### src/rtl/pong_round_scheduler_if.sv
// Handshake bundle between the pong round scheduler and the video/ball/paddle blocks.
// master drives frame timing, button and geometry; slave is the scheduler.
interface pong_round_scheduler_if #(
  parameter int XBITS = 10,
  parameter int YBITS = 9
);
  logic                    frameTick;
  logic                    serveBtn;
  logic signed [YBITS:0]   ballTop;
  logic signed [YBITS:0]   ballBottom;
  logic signed [XBITS:0]   ballLeft;
  logic signed [XBITS:0]   ballRight;
  logic signed [YBITS:0]   paddleLTop;
  logic signed [YBITS:0]   paddleRTop;
  logic                    ballMove;
  logic                    ballReset;
  logic                    paddleMove;
  logic [3:0]              scoreL;
  logic [3:0]              scoreR;
  logic [2:0]              state;

  modport master (
    output frameTick, serveBtn, ballTop, ballBottom, ballLeft, ballRight,
           paddleLTop, paddleRTop,
    input  ballMove, ballReset, paddleMove, scoreL, scoreR, state
  );

  modport slave (
    input  frameTick, serveBtn, ballTop, ballBottom, ballLeft, ballRight,
           paddleLTop, paddleRTop,
    output ballMove, ballReset, paddleMove, scoreL, scoreR, state
  );
endinterface

### src/rtl/pong_round_scheduler.sv
// Pong round sequencer: IDLE->SERVE->PLAY->POINT->OVER, scoring and ball/paddle strobes.
// Optional ball speed-up on repeated paddle hits is enabled by defining PONG_SPEEDUP_EN.
module pong_round_scheduler #(
  parameter int WIDTH            = 640,
  parameter int HEIGHT           = 480,
  parameter int PADDLE_H         = 32,
  parameter int SERVE_FRAMES     = 60,
  parameter int POINT_FRAMES     = 90,
  parameter int WIN_SCORE        = 9,
  parameter int START_DIV        = 4,
  parameter int HITS_PER_SPEEDUP = 4,
  parameter int XBITS            = 10,
  parameter int YBITS            = 9
) (
  input  logic                        clk,
  input  logic                        resetN,
  pong_round_scheduler_if.slave       bus
);

  localparam logic [2:0] S_IDLE  = 3'd0;
  localparam logic [2:0] S_SERVE = 3'd1;
  localparam logic [2:0] S_PLAY  = 3'd2;
  localparam logic [2:0] S_POINT = 3'd3;
  localparam logic [2:0] S_OVER  = 3'd4;

  localparam int PHASE_MAX = (SERVE_FRAMES > POINT_FRAMES) ? SERVE_FRAMES : POINT_FRAMES;
  localparam int CNT_W     = $clog2(PHASE_MAX + 1);
  localparam int DIV_W     = $clog2(START_DIV + 1);

  localparam logic [CNT_W-1:0] SERVE_LOAD = CNT_W'(SERVE_FRAMES - 1);
  localparam logic [CNT_W-1:0] POINT_LOAD = CNT_W'(POINT_FRAMES - 1);
  localparam logic [CNT_W-1:0] CNT_ZERO   = CNT_W'(0);
  localparam logic [CNT_W-1:0] CNT_ONE    = CNT_W'(1);
  localparam logic [DIV_W-1:0] DIV_START  = DIV_W'(START_DIV);
  localparam logic [DIV_W-1:0] DIV_UNIT   = DIV_W'(1);
  localparam logic [DIV_W-1:0] DIV_ZERO   = DIV_W'(0);
  localparam logic [3:0]       WIN_C      = 4'(WIN_SCORE);
  localparam logic [3:0]       SCORE_ONE  = 4'd1;

  localparam logic signed [XBITS:0]   LEFT_WALL   = (XBITS + 1)'(0);
  localparam logic signed [XBITS:0]   RIGHT_WALL  = (XBITS + 1)'(WIDTH - 1);
  localparam logic signed [YBITS+1:0] PADDLE_SPAN = (YBITS + 2)'(PADDLE_H - 1);

`ifdef PONG_SPEEDUP_EN
  localparam int               HIT_W    = $clog2(HITS_PER_SPEEDUP + 1);
  localparam logic [HIT_W-1:0] HIT_LAST = HIT_W'(HITS_PER_SPEEDUP - 1);
  localparam logic [HIT_W-1:0] HIT_ZERO = HIT_W'(0);
  localparam logic [HIT_W-1:0] HIT_ONE  = HIT_W'(1);
  logic [HIT_W-1:0] hit_cnt_r;
`endif

  // Parameter sanity: a score above 15 or a paddle taller than the field cannot work.
  if (WIN_SCORE > 15 || WIN_SCORE < 1 || HEIGHT < PADDLE_H || START_DIV < 1 ||
      HITS_PER_SPEEDUP < 1 || SERVE_FRAMES < 1 || POINT_FRAMES < 1) begin : g_param_check
    $error("pong_round_scheduler: illegal parameter combination");
  end

  logic [2:0]       state_r;
  logic [3:0]       score_l_r;
  logic [3:0]       score_r_r;
  logic [CNT_W-1:0] phase_cnt_r;
  logic [DIV_W-1:0] frame_cnt_r;
  logic [DIV_W-1:0] div_r;
  logic             ball_move_r;
  logic             ball_reset_r;
  logic             paddle_move_r;

  // One extra bit on the vertical terms so paddle bottom never wraps near the field edge.
  logic signed [YBITS+1:0] ball_top_s, ball_bot_s;
  logic signed [YBITS+1:0] pad_l_top_s, pad_l_bot_s, pad_r_top_s, pad_r_bot_s;
  logic left_wall_s, right_wall_s, ovl_l_s, ovl_r_s;
  logic left_miss_s, right_miss_s, miss_any_s, hit_s, win_s, serve_go_s;

  assign ball_top_s   = {bus.ballTop[YBITS], bus.ballTop};
  assign ball_bot_s   = {bus.ballBottom[YBITS], bus.ballBottom};
  assign pad_l_top_s  = {bus.paddleLTop[YBITS], bus.paddleLTop};
  assign pad_r_top_s  = {bus.paddleRTop[YBITS], bus.paddleRTop};
  assign pad_l_bot_s  = pad_l_top_s + PADDLE_SPAN;
  assign pad_r_bot_s  = pad_r_top_s + PADDLE_SPAN;

  assign left_wall_s  = (bus.ballLeft <= LEFT_WALL);
  assign right_wall_s = (bus.ballRight >= RIGHT_WALL);
  assign ovl_l_s      = (ball_bot_s >= pad_l_top_s) && (ball_top_s <= pad_l_bot_s);
  assign ovl_r_s      = (ball_bot_s >= pad_r_top_s) && (ball_top_s <= pad_r_bot_s);
  assign left_miss_s  = left_wall_s & ~ovl_l_s;
  assign right_miss_s = right_wall_s & ~ovl_r_s;
  assign miss_any_s   = left_miss_s | right_miss_s;
  assign hit_s        = (left_wall_s & ovl_l_s) | (right_wall_s & ovl_r_s);
  assign win_s        = (score_l_r == WIN_C) || (score_r_r == WIN_C);

  // Every entry into SERVE recentres the ball and restores the starting speed.
  assign serve_go_s = bus.frameTick &
                      ((((state_r == S_IDLE) || (state_r == S_OVER)) & bus.serveBtn) |
                       ((state_r == S_POINT) & (phase_cnt_r == CNT_ZERO) & ~win_s));

  // Round state machine, scoring and registered strobes.
  always_ff @(posedge clk or negedge resetN) begin
    if (!resetN) begin
      state_r       <= S_IDLE;
      score_l_r     <= 4'd0;
      score_r_r     <= 4'd0;
      phase_cnt_r   <= CNT_ZERO;
      frame_cnt_r   <= DIV_ZERO;
      div_r         <= DIV_START;
      ball_move_r   <= 1'b0;
      ball_reset_r  <= 1'b0;
      paddle_move_r <= 1'b0;
`ifdef PONG_SPEEDUP_EN
      hit_cnt_r     <= HIT_ZERO;
`endif
    end else begin
      ball_move_r   <= 1'b0;
      ball_reset_r  <= 1'b0;
      paddle_move_r <= 1'b0;
      if (bus.frameTick) begin
        case (state_r)
          S_IDLE: begin
            if (bus.serveBtn) state_r <= S_SERVE;
            else              state_r <= S_IDLE;
          end
          S_SERVE: begin
            paddle_move_r <= 1'b1;
            if (phase_cnt_r == CNT_ZERO) begin
              state_r     <= S_PLAY;
              frame_cnt_r <= DIV_ZERO;
            end else begin
              phase_cnt_r <= phase_cnt_r - CNT_ONE;
            end
          end
          S_PLAY: begin
            paddle_move_r <= 1'b1;
            if (miss_any_s) begin
              // A double miss awards nobody; a single miss scores for the other side.
              state_r     <= S_POINT;
              phase_cnt_r <= POINT_LOAD;
              frame_cnt_r <= DIV_ZERO;
              if (left_miss_s && !right_miss_s && score_r_r != WIN_C)
                score_r_r <= score_r_r + SCORE_ONE;
              else if (right_miss_s && !left_miss_s && score_l_r != WIN_C)
                score_l_r <= score_l_r + SCORE_ONE;
              else
                score_l_r <= score_l_r;
            end else if (frame_cnt_r >= div_r - DIV_UNIT) begin
              ball_move_r <= 1'b1;
              frame_cnt_r <= DIV_ZERO;
            end else begin
              frame_cnt_r <= frame_cnt_r + DIV_UNIT;
            end
`ifdef PONG_SPEEDUP_EN
            if (hit_s) begin
              if (hit_cnt_r == HIT_LAST) begin
                hit_cnt_r <= HIT_ZERO;
                if (div_r > DIV_UNIT) div_r <= div_r - DIV_UNIT;
                else                  div_r <= div_r;
              end else begin
                hit_cnt_r <= hit_cnt_r + HIT_ONE;
              end
            end else begin
              hit_cnt_r <= hit_cnt_r;
            end
`endif
          end
          S_POINT: begin
            if (phase_cnt_r == CNT_ZERO) begin
              if (win_s) state_r <= S_OVER;
              else       state_r <= S_SERVE;
            end else begin
              phase_cnt_r <= phase_cnt_r - CNT_ONE;
            end
          end
          S_OVER: begin
            if (bus.serveBtn) begin
              state_r   <= S_SERVE;
              score_l_r <= 4'd0;
              score_r_r <= 4'd0;
            end else begin
              state_r <= S_OVER;
            end
          end
          default: state_r <= S_IDLE;
        endcase
        if (serve_go_s) begin
          ball_reset_r <= 1'b1;
          phase_cnt_r  <= SERVE_LOAD;
          div_r        <= DIV_START;
`ifdef PONG_SPEEDUP_EN
          hit_cnt_r    <= HIT_ZERO;
`endif
        end
      end
    end
  end

  // hit_s only steers the speed-up counter; without it a hit simply avoids a miss.
  logic unused_hit_s;
  assign unused_hit_s = hit_s;

  assign bus.ballMove   = ball_move_r;
  assign bus.ballReset  = ball_reset_r;
  assign bus.paddleMove = paddle_move_r;
  assign bus.scoreL     = score_l_r;
  assign bus.scoreR     = score_r_r;
  assign bus.state      = state_r;

endmodule
### src/flat_wrapper.sv
// flat-port wrapper written by rule: the top's interface ports become plain ports
module pong_round_scheduler_flat 
#(
  parameter int WIDTH            = 640,
  parameter int HEIGHT           = 480,
  parameter int PADDLE_H         = 32,
  parameter int SERVE_FRAMES     = 60,
  parameter int POINT_FRAMES     = 90,
  parameter int WIN_SCORE        = 9,
  parameter int START_DIV        = 4,
  parameter int HITS_PER_SPEEDUP = 4,
  parameter int XBITS            = 10,
  parameter int YBITS            = 9
)
  (clk, resetN, bus_frameTick, bus_serveBtn, bus_ballTop, bus_ballBottom, bus_ballLeft, bus_ballRight, bus_paddleLTop, bus_paddleRTop, bus_ballMove, bus_ballReset, bus_paddleMove, bus_scoreL, bus_scoreR, bus_state);
  pong_round_scheduler_if #(.XBITS(XBITS), .YBITS(YBITS)) bus_i ();
  input  logic clk;
  input  logic resetN;
  input wire logic [$bits(bus_i.frameTick)-1:0] bus_frameTick;
  input wire logic [$bits(bus_i.serveBtn)-1:0] bus_serveBtn;
  input wire logic [$bits(bus_i.ballTop)-1:0] bus_ballTop;
  input wire logic [$bits(bus_i.ballBottom)-1:0] bus_ballBottom;
  input wire logic [$bits(bus_i.ballLeft)-1:0] bus_ballLeft;
  input wire logic [$bits(bus_i.ballRight)-1:0] bus_ballRight;
  input wire logic [$bits(bus_i.paddleLTop)-1:0] bus_paddleLTop;
  input wire logic [$bits(bus_i.paddleRTop)-1:0] bus_paddleRTop;
  output wire logic [$bits(bus_i.ballMove)-1:0] bus_ballMove;
  output wire logic [$bits(bus_i.ballReset)-1:0] bus_ballReset;
  output wire logic [$bits(bus_i.paddleMove)-1:0] bus_paddleMove;
  output wire logic [$bits(bus_i.scoreL)-1:0] bus_scoreL;
  output wire logic [$bits(bus_i.scoreR)-1:0] bus_scoreR;
  output wire logic [$bits(bus_i.state)-1:0] bus_state;
  assign bus_i.frameTick = bus_frameTick;
  assign bus_i.serveBtn = bus_serveBtn;
  assign bus_i.ballTop = bus_ballTop;
  assign bus_i.ballBottom = bus_ballBottom;
  assign bus_i.ballLeft = bus_ballLeft;
  assign bus_i.ballRight = bus_ballRight;
  assign bus_i.paddleLTop = bus_paddleLTop;
  assign bus_i.paddleRTop = bus_paddleRTop;
  assign bus_ballMove = bus_i.ballMove;
  assign bus_ballReset = bus_i.ballReset;
  assign bus_paddleMove = bus_i.paddleMove;
  assign bus_scoreL = bus_i.scoreL;
  assign bus_scoreR = bus_i.scoreR;
  assign bus_state = bus_i.state;
  pong_round_scheduler #(.WIDTH(WIDTH), .HEIGHT(HEIGHT), .PADDLE_H(PADDLE_H), .SERVE_FRAMES(SERVE_FRAMES), .POINT_FRAMES(POINT_FRAMES), .WIN_SCORE(WIN_SCORE), .START_DIV(START_DIV), .HITS_PER_SPEEDUP(HITS_PER_SPEEDUP), .XBITS(XBITS), .YBITS(YBITS)) u_core (.clk(clk), .resetN(resetN), .bus(bus_i));
endmodule
### config.mk
export PLATFORM = sky130hd
export DESIGN_NAME = pong_round_scheduler_flat
export DESIGN_NICKNAME = d
export VERILOG_FILES = /design/src/rtl/pong_round_scheduler_if.sv /design/src/rtl/pong_round_scheduler.sv /design/src/flat_wrapper.sv
export SDC_FILE = /design/constraint.sdc
export NUM_CORES = 1
export LEC_CHECK = 0
export ABC_AREA = 1
export CAP_MARGIN = 0
export CORE_MARGIN = 5
export CORE_UTILIZATION = 50
export CTS_CLUSTER_SIZE = 8
export DETAILED_ROUTE_END_ITERATION = 10
export PLACE_DENSITY = 0.84
export SYNTH_ARGS = -nofsm -noshare
export SYNTH_HDL_FRONTEND = slang
export SYNTH_SLANG_ARGS = --single-unit
### constraint.sdc
create_clock -name clk -period 2.3 [get_ports clk]
set_input_delay 0.23 -clock clk [delete_from_list [all_inputs] [get_ports clk]]
set_output_delay 0.23 -clock clk [all_outputs]
set_load 0.05 [all_outputs]
Word level (Yosys, flattened, before mapping)
Index checks and enable logic that the tools add are counted.
{ "totals": {"input_bits": 66, "word_cells": 102, "out_inout_bits": 14, "reg_bits": 24} }
{ "op_classes": {"n_mux": 31, "n_eq_ne": 17, "n_reduce_logical": 22, "bitwise": 11, "add_sub_neg": 6, "magnitude_cmp": 7} }
{ "op_table": {"columns": ["operator", "n"], "rows": [
  ["$mux W3", 8],
  ["$mux W4", 6],
  ["$add A10 B6 Y11 const B", 2],
  ["$le A10 B11 Y1", 2],
  ["$mux W7", 3],
  ["$ge A10 B10 Y1", 2],
  ["$pmux W4 S2", 2],
  ["$pmux W3 S5", 1],
  ["$pmux W7 S2", 1],
  ["$ge A11 B11 Y1 const B", 1],
  ["$le A11 B1 Y1 const B", 1],
  ["$mux W1", 9],
  ["$add A4 B1 Y4 const B", 2],
  ["$eq A4 B4 Y1 const B", 2],
  ["$ne A2 B1 Y1 const B", 4],
  ["$ne A4 B4 Y1 const B", 2],
  ["$reduce_and A4 Y1", 2],
  ["$logic_not A7 Y1", 1],
  ["$sub A7 B1 Y7 const B", 1],
  ["$and A1 B1 Y1", 6],
  ["$eq A3 B2 Y1 const B", 2],
  ["$logic_and A1 B1 Y1", 6],
  ["$ne A2 B2 Y1 const B", 3],
  ["$pmux W3 S2", 1],
  ["17 further kinds", 24]
]} }

Logic depth before layout (Yosys ltp)
Gate-level depths: netlist of run 1.
{ "logic_depth": {"word_depth": 12, "depth_mapped": 22, "depth_no_buf": 22} }

Worst setup path before layout of run 1
No wires, ideal clock.
{ "synth_timing": {"kind": "input to register", "from": "in bus_paddleRTop[0]", "to": "reg u_core.state_r[2], in the netlist u_core.bus.state[2]", "n_path_buf": 1, "t_arrival_ns": 2.391, "setup_time_ns": 0.120, "slack_ns": -0.212, "t_required_ns": 2.180, "path_stages": 22, "cell_sequence": "inv_1 > ha_1 > nand2_1 > o21ai_0 > nor2_1 > nand2_1 > nand2_1 > ha_1 > nand2_2 > nor2_2 > and2_2 > nand2_2 > nand3_2 > nand2_1 > nand3_2 > nand2_1 > nand2_2 > nand3_2 > buf_6 > nand3_2 > nand2_1 > nand2_1"} }
{ "synth_via": {"elab_chain_cells": 8, "word_cells_on_any_way": 9, "classes_between": "add/sub: 1; order compare: 2; eq/ne: 1; bitwise: 3; reduce/logical: 2"} }
{ "synth_rtl": {"columns": ["element", "line_no", "text"], "rows": [
  ["start: declaration", "flat_wrapper.sv:26", "input wire logic [$bits(bus_i.paddleRTop)-1:0] bus_paddleRTop;"],
  ["$add A10 B6 Y11", "pong_round_scheduler.sv:79", "assign pad_r_bot_s = pad_r_top_s + PADDLE_SPAN;"],
  ["$le A10 B11 Y1", "pong_round_scheduler.sv:84", "assign ovl_r_s = (ball_bot_s >= pad_r_top_s) && (ball_top_s <= pad_r_bot_s);"],
  ["$logic_and A1 B1 Y1 *", "pong_round_scheduler.sv:84", null],
  ["$not A1 Y1 *", "pong_round_scheduler.sv:86", "assign right_miss_s = right_wall_s & ~ovl_r_s;"],
  ["$and A1 B1 Y1 *", "pong_round_scheduler.sv:86", null],
  ["$or A1 B1 Y1 *", "pong_round_scheduler.sv:87", "assign miss_any_s = left_miss_s | right_miss_s;"],
  ["$ne A2 B1 Y1 (no line) *", null, null],
  ["$reduce_and A4 Y1 (no line) *", null, null],
  ["end signal: assignment", "pong_round_scheduler.sv:99", "state_r <= S_IDLE;"],
  ["end signal: assignment", "pong_round_scheduler.sv:118", "if (bus.serveBtn) state_r <= S_SERVE;"],
  ["end signal: assignment", "pong_round_scheduler.sv:119", "else state_r <= S_IDLE;"],
  ["end: declaration", "pong_round_scheduler.sv:58", "logic [2:0] state_r;"]
]} }
Every way passes the cells marked *; elsewhere a longest branch is shown, timed or not.
A chain may end at the register's enable or synchronous reset.

Final worst setup path of run 1
{ "layout_timing": {"from": "in bus_paddleRTop[5]", "to": "reg u_core.ball_move_r, in the netlist u_core.bus.ballMove"} }
{ "layout_via": {"elab_chain_cells": 9, "word_cells_on_any_way": 10, "classes_between": "add/sub: 1; order compare: 2; mux: 3; bitwise: 3; reduce/logical: 1"} }
{ "layout_rtl": {"columns": ["element", "line_no", "text"], "rows": [
  ["$add A10 B6 Y11", "pong_round_scheduler.sv:79", null],
  ["$le A10 B11 Y1", "pong_round_scheduler.sv:84", null],
  ["$logic_and A1 B1 Y1 *", "pong_round_scheduler.sv:84", null],
  ["$not A1 Y1 *", "pong_round_scheduler.sv:86", null],
  ["$and A1 B1 Y1 *", "pong_round_scheduler.sv:86", null],
  ["$or A1 B1 Y1 *", "pong_round_scheduler.sv:87", null],
  ["$mux W1 *", "pong_round_scheduler.sv:132", "if (miss_any_s) begin"],
  ["$mux W1 *", "pong_round_scheduler.sv:116", "case (state_r)"],
  ["$mux W1 *", "pong_round_scheduler.sv:115", "if (bus.frameTick) begin"],
  ["end signal: assignment", "pong_round_scheduler.sv:105", "ball_move_r <= 1'b0;"],
  ["end signal: assignment", "pong_round_scheduler.sv:112", "ball_move_r <= 1'b0;"],
  ["end signal: assignment", "pong_round_scheduler.sv:144", "ball_move_r <= 1'b1;"],
  ["end: declaration", "pong_round_scheduler.sv:64", "logic ball_move_r;"]
]} }
Marks and branches as above.

==> results of run 1 <==
-- layout by cell type (no fill, tap or decap), drive strengths merged, types with 3 or more instances in the layout --
cell type	instances
inv	74
a21oi	16
clkdlybuf4s50	61
xor2	15
nand4	13
nor3	7
and2	3
dlygate4sd2	8
buf	68
dfrtp	24
nand3	38
nand2	144
nor2	44
o21ai	14
clkbuf	4
ha	51
xnor2	3
-- worst register-to-register path, stage by stage, from the launching register on --
cell,delay (ns)
dfrtp_1,0.48
inv_1,0.14
nor3_4,0.37
inv_2,0.16
o21ai_2,0.11
inv_2,0.05
nor2_2,0.15
nand2_1,0.13
nor3_1,0.25
nand2_2,0.10
o21ai_2,0.06
-- cells by family (layout without fill, tap and decap cells) --
kind of cell               Yosys count  count (layout)  synth area share, %
xor gates and xnor gates            18              18                 5.21
buffers and inverters               76             217                 9.67
AOI/OAI and AO/OA                   35              35                 6.90
DFF                                 24              24                 19.8
and+or+nand+nor                    251             251                 37.3
adders and majority gates           51              51                 21.1
-- path summary, 6_finish.rpt --
path	startpoint	to	slack [ns]	cells past startpoint
min	resetN	u_core.phase_cnt_r[4]	0.31	2
max reg2reg	u_core.bus.state[1]	u_core.frame_cnt_r[2]	0.23	10
max in group asynchronous	resetN	u_core.bus.ballMove	1.75	2
min in group clk	u_core.phase_cnt_r[6]	u_core.phase_cnt_r[6]	0.51	2
min reg2reg	u_core.phase_cnt_r[6]	u_core.phase_cnt_r[6]	0.51	2
max	bus_paddleRTop[5]	u_core.bus.ballMove	-0.25	17
-- power by group --
part / leakage (nW) / internal [mW] / switching, mW
sequential: 0.310 / 0.579 / 0.225
clock: 0.0288 / 0.153 / 0.145
combinational: 2.15 / 0.848 / 1.30
total: 2.49 / 1.58 / 1.67
-- registers in the layout (all words and copies together), names as in the netlist --
register               count
u_core.bus.scoreL          4
u_core.phase_cnt_r         7
u_core.bus.state           3
u_core.bus.paddleMove      1
u_core.bus.ballMove        1
u_core.bus.ballReset       1
u_core.bus.scoreR          4
u_core.frame_cnt_r         3
-- per-layer routing --
layer  global-route usage, %  wire length (um)  vias to the layer above
li1                        -                 -                     1746
met3                    3.86               537                       24
met1                    33.9              4500                     1692
met5                       0                 0                        -
met4                    6.83               187                        0
met2                    47.3              5400                      138
-- metrics by stage --
step                worst slack, ns  cell area (um^2)
CTS                         0.00170              4650
finish                       -0.248              4840
detailed placement           -0.868              4330
floorplan                  0.000650              3130
global placement             -0.791              4330
global route                 -0.329              4840
-- layout make-up --
| cell class | count | area [um^2] | area share [%] |
|---|---|---|---|
| multi-input combinational | 355 | 2570 | 53.1 |
| timing repair buffer | 138 | 1220 | 25.3 |
| clock buffer | 4 | 55.1 | 1.14 |
| sequential | 24 | 601 | 12.4 |
| inverter | 75 | 297 | 6.13 |
| tap | 75 | 93.8 | 1.94 |
-- timing repair --
item / 4_1_cts / 5_1_grt
gates resized for setup: 106 / 43
setup buffers: 13 / 3
endpoints found under the setup margin: 22 / 22
pin swaps: 55 / 25
==> impl_metrics.env, run 1 <==
export IMPL_cpPeakStageDelay_ns=0.34
export IMPL_cts_root_buf="clkbuf_8"
export IMPL_yosysMostFrequentCell="nand2_1"
export IMPL_dr_pass1_iters=6
export IMPL_avgViaCountPerCell=5.37
export IMPL_io_buffers=79
export IMPL_drcViolationCount=0
export IMPL_finalCoreUtilization_pct=81.7
export IMPL_grt_max_degree=25
export IMPL_dp_cells=652
export IMPL_num_vias=3600
export IMPL_yosys_register_bits=24
export IMPL_clk_latency_ns=0.27
export IMPL_min_period_ns=2.55
export IMPL_clkSlewWorstSetupHoldPaths_ns=0.09
export IMPL_antenna_cells=0
export IMPL_cts_hold_fix_buffers=0
export IMPL_max_freq_mhz=393
export IMPL_setup_viol=22
export IMPL_synthCells=455
export IMPL_htree_levels=1
export IMPL_path_delay_family="simple AND/OR/NAND/NOR gates"
export IMPL_post_route_period_util_pct=111
export IMPL_yosysTopAreaCell="ha_1"
export IMPL_yosysSeqAreaShare_pct=19.8
export IMPL_ys_warn_count=0
export IMPL_cts_buffers=3
export IMPL_setup_ws_ns=-0.248
export IMPL_synth_cell_types=33
export IMPL_wire_per_inst_um=15.8
export IMPL_syn_avg_cell_area_um2=6.65
export IMPL_initial_core_util_pct=51.1
export IMPL_die_x_um=87.8
export IMPL_ys_flop_type="dfrtp_1"
export IMPL_synth_area_um2=3030
export IMPL_fin_tns_setup_ns=-4.17
export IMPL_violations="setup timing"
export IMPL_fin_cells=671
export IMPL_core_um2=5920
export IMPL_fillers=346
export IMPL_cp_max_fo=4
export IMPL_hold_worst_slack_ns=0.306
export IMPL_cts_num_sinks=24
export IMPL_min_path_type="primary input to asynchronous set/reset pin"
export IMPL_ctsLongestPathBuffers=2
export IMPL_synth_top_cell_area_share_pct=21.1
export IMPL_hpwl_um=7370
export IMPL_die_y_um=87.8
export IMPL_slew_headroom_pct=60.7
export IMPL_critPathLaunchType="primary input"
export IMPL_io_pins=80
export IMPL_cp_num_buf_inv=3
export IMPL_p_leak_nw=2.49
export IMPL_drt_total_wl_um=10600
export IMPL_worstPathRequired_ns=2.50
export IMPL_grt_pass1_vias=3590
export IMPL_slew_viol_final=0
export IMPL_crit_chain="dlygate4sd2_1 > nand2_2 > nor3_4 > xor2_1 > ha_1 > nand2_4 > nor2_4 > and2_4 > nand2_4 > nand4_1 > nand3_4 > nand2_4 > nand2_4 > nand3_4 > buf_6 > buf_4 > nor3_4"
export IMPL_nets=714
export IMPL_p_per_area_nw_per_um2=671
export IMPL_crit_arrival_ns=2.74
export IMPL_drt_iter0_markers=199
export IMPL_grt_remaining_overflow=0
export IMPL_total_power_mw=3.25
export IMPL_drtAntennaViolNets=0
export IMPL_antenna_found_initial=0
export IMPL_synth_edff_count=0
export IMPL_syn2layout_area_growth_pct=59.8
export IMPL_grt_first_pass_wirelength_um=16500
export IMPL_fin_worst_skew_ns=0.00142
export IMPL_worstMarginPinSlew_ns=0.589
export IMPL_hold_violations=0
export IMPL_maxCapViolCount=0
export IMPL_critPathKind="primary input to flop"
export IMPL_cpMostUsedCell="nand2_4"
export IMPL_synthesis_nets=572
export IMPL_die_area_um2=7710
export IMPL_endpoint_kind="flop"
export IMPL_synth_area_top_cells="ha_1, dfrtp_1, nand2_1"
export IMPL_slowest_stage="dlygate4sd2_1"
export IMPL_grt_total_usage_pct=26.7
export IMPL_synth_async_sr_flop_share_pct=100
export IMPL_rsz0062_at_grt="true"
export IMPL_status="finished, violations left"
export IMPL_drive_above_1_share_pct=30.4
export IMPL_gp_congestion=0.871
export IMPL_synth_common_cells="nand2_1, inv_1, ha_1, nor2_1, nand3_1"
export IMPL_tritoncts="yes"
export IMPL_ir_drop_mv=0.811
export IMPL_row_count=28
(Power assumes the default switching activity.)
==> run 2, diff against run 1 <==
==> constraint.sdc (replaced) <==
create_clock -name clk -period 2.3 [get_ports clk]
set_input_delay 0.345 -clock clk [delete_from_list [all_inputs] [get_ports clk]]
set_output_delay 0.345 -clock clk [all_outputs]
set_load 0.05 [all_outputs]
==> impl_metrics.env, run 2 (synthesis results as in run 1) <==
export IMPL_cts_num_sinks=24
export IMPL_cts_root_buf="clkbuf_8"
export IMPL_cp_max_fo=6
export IMPL_dr_pass1_iters=5
export IMPL_initial_core_util_pct=51.1
export IMPL_clk_latency_ns=0.28
export IMPL_wire_per_inst_um=17.6
export IMPL_multi_input_area_um2=2530
export IMPL_setup_viol=22
export IMPL_status="finished, violations left"
export IMPL_fin_tns_setup_ns=-6.45
export IMPL_slew_headroom_pct=65.2
export IMPL_largest_reg_flops=7
export IMPL_die_y_um=87.8
export IMPL_fillers=324
export IMPL_clkSlewWorstSetupHoldPaths_ns=0.09
export IMPL_maxCapViolCount=0
export IMPL_syn2layout_area_growth_pct=61.5
export IMPL_gp_congestion=0.912
export IMPL_ff2ff_setup_slack_ns=0.13
export IMPL_ff_latch_area_um2=601
export IMPL_drt_iter0_markers=312
export IMPL_dpl_cell_area_um2=4370
export IMPL_rr_worst_depth=12
export IMPL_rsz0062_at_grt="true"
export IMPL_die_x_um=87.8
export IMPL_grt_total_usage_pct=29.4
export IMPL_cpPeakStageDelay_ns=0.35
export IMPL_slowest_stage="dlygate4sd2_1"
export IMPL_antenna_cells=0
export IMPL_ctsLongestPathBuffers=2
export IMPL_htree_levels=1
export IMPL_r2r_end="u_core.phase_cnt_r[5]"
export IMPL_cts_buffers=3
export IMPL_cp_depth=19
export IMPL_layout_commonest_cell="nand2_1"
export IMPL_avgViaCountPerCell=5.76
export IMPL_p_leak_nw=2.54
export IMPL_final_cell_mix="nand2_1, inv_1, clkdlybuf4s50_1, buf_4, ha_1"
export IMPL_worstMarginPinSlew_ns=0.521
export IMPL_antenna_found_initial=0
export IMPL_crit_chain="dlygate4sd2_1 > inv_1 > buf_4 > ha_1 > nand2_1 > inv_1 > nand2_1 > nand2_1 > nand2_1 > nand3_1 > nand2_1 > nand3_1 > nand2_2 > nand2_4 > nand3_4 > buf_12 > nand3_4 > nand2_1 > nand2_1"
export IMPL_path_delay_family="simple AND/OR/NAND/NOR gates"
export IMPL_grt_first_pass_wirelength_um=17900
export IMPL_cpMostUsedCell="nand2_1"
export IMPL_max_freq_mhz=367
export IMPL_nets=716
export IMPL_violations="setup timing"
export IMPL_critPathKind="primary input to flop"
export IMPL_p_per_area_nw_per_um2=690
export IMPL_hpwl_um=7790
export IMPL_drtAntennaViolNets=0
export IMPL_regToRegStartpoint="u_core.bus.scoreR[1]"
export IMPL_ir_drop_mv=0.895
export IMPL_grt_pass1_vias=3968
export IMPL_endpoint_kind="flop"
export IMPL_min_period_ns=2.72
export IMPL_crit_arrival_ns=2.89
export IMPL_grt_remaining_overflow=0
export IMPL_cp_num_buf_inv=5
export IMPL_design_area_um2=4890
export IMPL_grt_max_degree=25
export IMPL_hold_worst_slack_ns=0.419
export IMPL_slew_viol_final=0
export IMPL_critPathLaunch="bus_paddleLTop[5]"
export IMPL_core_um2=5920
export IMPL_fin_worst_skew_ns=0.00462
export IMPL_tritoncts="yes"
export IMPL_drt_total_wl_um=11800
export IMPL_critPathLaunchType="primary input"
export IMPL_die_area_um2=7710
export IMPL_hold_violations=0
export IMPL_row_count=28
export IMPL_post_route_period_util_pct=118
export IMPL_drive_above_1_share_pct=28.9
export IMPL_worstPathRequired_ns=2.47
export IMPL_setup_ws_ns=-0.422
export IMPL_drcViolationCount=0
export IMPL_io_buffers=79
export IMPL_num_vias=3875
export IMPL_regMostFlops="u_core.phase_cnt_r"
export IMPL_io_pins=80
export IMPL_min_path_type="primary input to asynchronous set/reset pin"
[run 2: changes by cell type in the layout (fill, tap and decap cells not counted), moves of 3 or more]
cell / previous run / this run
a21oi_2: 4 / 1
nor2_4: 4 / 8
nand2_2: 34 / 28
buf_6: 6 / 3
nor2_2: 9 / 5
inv_2: 7 / 10
inv_1: 63 / 60
nand2_1: 97 / 103
[run 2: report_power, final]
part / total (mW) / internal [mW] / switching [mW]
clock: 0.383 / 0.233 / 0.150
combinational: 2.20 / 0.856 / 1.34
sequential: 0.798 / 0.579 / 0.219
[run 2: how the worst max path moves through the flow]
stage                             to  slack [ns]
5_1_grt        u_core.phase_cnt_r[5]       -0.47
2_1_floorplan    u_core.bus.state[2]       -0.11
3_5_place_dp   u_core.phase_cnt_r[4]       -1.04
3_3_place_gp   u_core.phase_cnt_r[1]       -0.92
4_1_cts        u_core.phase_cnt_r[1]       -0.18
6_report       u_core.phase_cnt_r[5]       -0.42
[run 2: metrics by stage]
step           setup slack (ns)  util, %  instances  power [mW]
5_1_grt                  -0.468     82.6        673        3.59
6_report                 -0.422     82.6        673        3.38
3_3_place_gp             -0.921     73.8        653        2.55
4_1_cts                  -0.176     79.7        670        3.16
3_5_place_dp              -1.04     73.8        653        2.64
2_1_floorplan            -0.106        -        455        1.98
[run 2: routing by layer]
| layer | share of wire, % | track usage, % | vias up |
|---|---|---|---|
| met5 | 0 | 0 | - |
| met4 | 6.1 | 16.5 | 0 |
| met3 | 7.5 | 4.89 | 70 |
| met2 | 50 | 53.0 | 259 |
| met1 | 37 | 32.6 | 1791 |
| li1 | - | - | 1755 |
[run 2: what timing repair did]
item,in CTS,in global routing
cloned,1,0
hold buffers,0,0
pin swaps,48,31
buffers inserted,12,3
gates resized for setup,114,40
endpoints found under the setup margin,22,22
[run 2: final cells by class]
class,count,share of cell area (%)
multi-input combinational,355,51.8
timing repair buffer,140,26.1
sequential,24,12.3
inverter,75,6.47
tap,75,1.92
clock buffer,3,0.844
clock inverter,1,0.614
==> run 3, diff against run 2 <==
Settings changed: CORE_UTILIZATION 50 to 40, PLACE_DENSITY 0.84 to 0.7.
==> impl_metrics.env, run 3 (synthesis results as in run 1) <==
export IMPL_status="finished, violations left"
export IMPL_violations="setup timing"
export IMPL_fin_worst_skew_ns=0.00601
export IMPL_setup_viol=22
export IMPL_ctsLongestPathBuffers=2
export IMPL_antenna_found_initial=0
export IMPL_syn2layout_area_growth_pct=62.9
export IMPL_fillers=594
export IMPL_drt_iter0_markers=79
export IMPL_cpMostUsedCell="nand2_4"
export IMPL_cp_num_buf_inv=3
export IMPL_critPathLaunch="bus_paddleRTop[9]"
export IMPL_grt_total_usage_pct=19.7
export IMPL_final_cell_mix="nand2_1, buf_4, inv_1, clkdlybuf4s50_1, ha_1"
export IMPL_critPathLaunchType="primary input"
export IMPL_ir_drop_mv=0.701
export IMPL_hold_violations=0
export IMPL_rsz0062_at_grt="true"
export IMPL_min_path_type="primary input to asynchronous set/reset pin"
export IMPL_endpoint_kind="flop"
export IMPL_worstPathRequired_ns=2.47
export IMPL_drtAntennaViolNets=0
export IMPL_largest_reg_flops=7
export IMPL_drcViolationCount=0
export IMPL_grt_remaining_overflow=0
export IMPL_avgViaCountPerCell=4.87
export IMPL_p_per_area_nw_per_um2=644
export IMPL_row_count=31
export IMPL_critPathKind="primary input to flop"
export IMPL_multi_input_area_um2=2470
export IMPL_drt_total_wl_um=9530
export IMPL_gp_congestion=0.823
export IMPL_antenna_cells=0
export IMPL_finalCoreUtilization_pct=67.3
export IMPL_drive_above_1_share_pct=29.3
export IMPL_clk_latency_ns=0.27
export IMPL_max_freq_mhz=406
export IMPL_hpwl_um=7420
export IMPL_die_x_um=97.0
export IMPL_layout_commonest_cell="nand2_1"
export IMPL_nets=725
export IMPL_worstMarginPinSlew_ns=0.537
export IMPL_crit_arrival_ns=2.63
export IMPL_die_y_um=97.0
export IMPL_rr_worst_depth=11
export IMPL_grt_first_pass_wirelength_um=15800
export IMPL_io_buffers=79
export IMPL_post_route_period_util_pct=107
export IMPL_wire_per_inst_um=13.5
export IMPL_regToRegStartpoint="u_core.bus.scoreR[0]"
export IMPL_setup_ws_ns=-0.166
export IMPL_cts_root_buf="clkbuf_8"
export IMPL_grt_pass1_vias=3420
export IMPL_slew_viol_final=0
export IMPL_ff2ff_setup_slack_ns=0.33
export IMPL_io_pins=80
export IMPL_pre_cts_slack_ns=-1.01
export IMPL_design_area_um2=4930
export IMPL_grt_max_degree=25
export IMPL_maxCapViolCount=0
export IMPL_slew_headroom_pct=64.2
export IMPL_p_leak_nw=2.54
export IMPL_die_area_um2=9410
export IMPL_r2r_end="u_core.phase_cnt_r[5]"
export IMPL_htree_levels=1
export IMPL_ff_latch_area_um2=601
export IMPL_min_period_ns=2.47
export IMPL_tritoncts="yes"
export IMPL_core_um2=7330
export IMPL_cpPeakStageDelay_ns=0.51
export IMPL_initial_core_util_pct=41.3
export IMPL_dpl_cell_area_um2=4450
export IMPL_clkSlewWorstSetupHoldPaths_ns=0.09
export IMPL_num_vias=3438
export IMPL_total_power_mw=3.17
export IMPL_cts_num_sinks=24
export IMPL_crit_chain="clkdlybuf4s50_1 > inv_2 > xor2_1 > ha_1 > nand2_4 > nor2_4 > and2_4 > nand2_4 > nand4_1 > nand3_2 > nand2_2 > nand2_4 > nand3_4 > buf_6 > nand3_4 > nand2_1 > nand2_1"
export IMPL_cp_max_fo=6
export IMPL_regMostFlops="u_core.phase_cnt_r"
export IMPL_cts_hold_fix_buffers=0
export IMPL_path_delay_family="simple AND/OR/NAND/NOR gates"
export IMPL_cts_buffers=3
export IMPL_dr_pass1_iters=5
export IMPL_slowest_stage="clkdlybuf4s50_1"
[run 3: how the worst max path moves through the flow]
stage                       endpoint  cells past startpoint  slack [ns]
2_1_floorplan    u_core.bus.state[2]                     22       -0.11
3_3_place_gp   u_core.frame_cnt_r[1]                     21       -0.91
3_5_place_dp   u_core.frame_cnt_r[0]                     21       -1.01
4_1_cts        u_core.phase_cnt_r[5]                     22       -0.14
5_1_grt        u_core.phase_cnt_r[6]                     20       -0.31
6_report       u_core.phase_cnt_r[5]                     17       -0.17
[run 3: per-layer routing]
layer	vias to the layer above	track usage, %	routed length (um)
li1	1775	-	-
met1	1572	24.7	4180
met2	73	36.8	4890
met3	18	1.80	321
met4	0	2.92	143
met5	-	0	0
[run 3: stage by stage]
step	TNS (ns)	std cells	hold WS [ns]
after floorplan	-1.33	455	0.0494
after global placement	-18.94	685	0.471
after detailed placement	-20.43	685	0.494
after CTS	-2.14	704	0.433
after global routing	-6.08	706	0.456
final	-2.55	706	0.432
[run 3: area by class of cell]
type	count	share of cell area, %
Multi-Input combinational cell	355	50.1
Tap cell	99	2.51
Inverter	75	6.47
Sequential cell	24	12.2
Clock buffer	3	0.837
Clock inverter	1	0.609
Timing Repair Buffer	149	27.3
[run 3: what timing repair did]
item                       in CTS  in global routing
pin swaps                      63                 28
setup endpoints to repair      22                 22
buffers inserted               16                  2
resized for setup              95                 54
[run 3: report_power, final]
group          total [mW]  switching, mW  internal, mW  leakage (nW)
registers           0.787          0.208         0.579         0.310
clock network       0.375          0.142         0.233        0.0357
logic                2.01           1.19         0.824          2.19
total                3.17           1.54          1.64          2.54
[run 3: worst register-to-register path, stage by stage (launching register included)]
cell,delay (ns)
dfrtp_1,0.46
ha_1,0.23
nand2_1,0.06
nor2_1,0.05
nor2_1,0.17
nand3_1,0.11
o21ai_1,0.16
nand2_2,0.16
a31oi_4,0.21
nand3_4,0.13
nand2_1,0.09
nand2_1,0.05
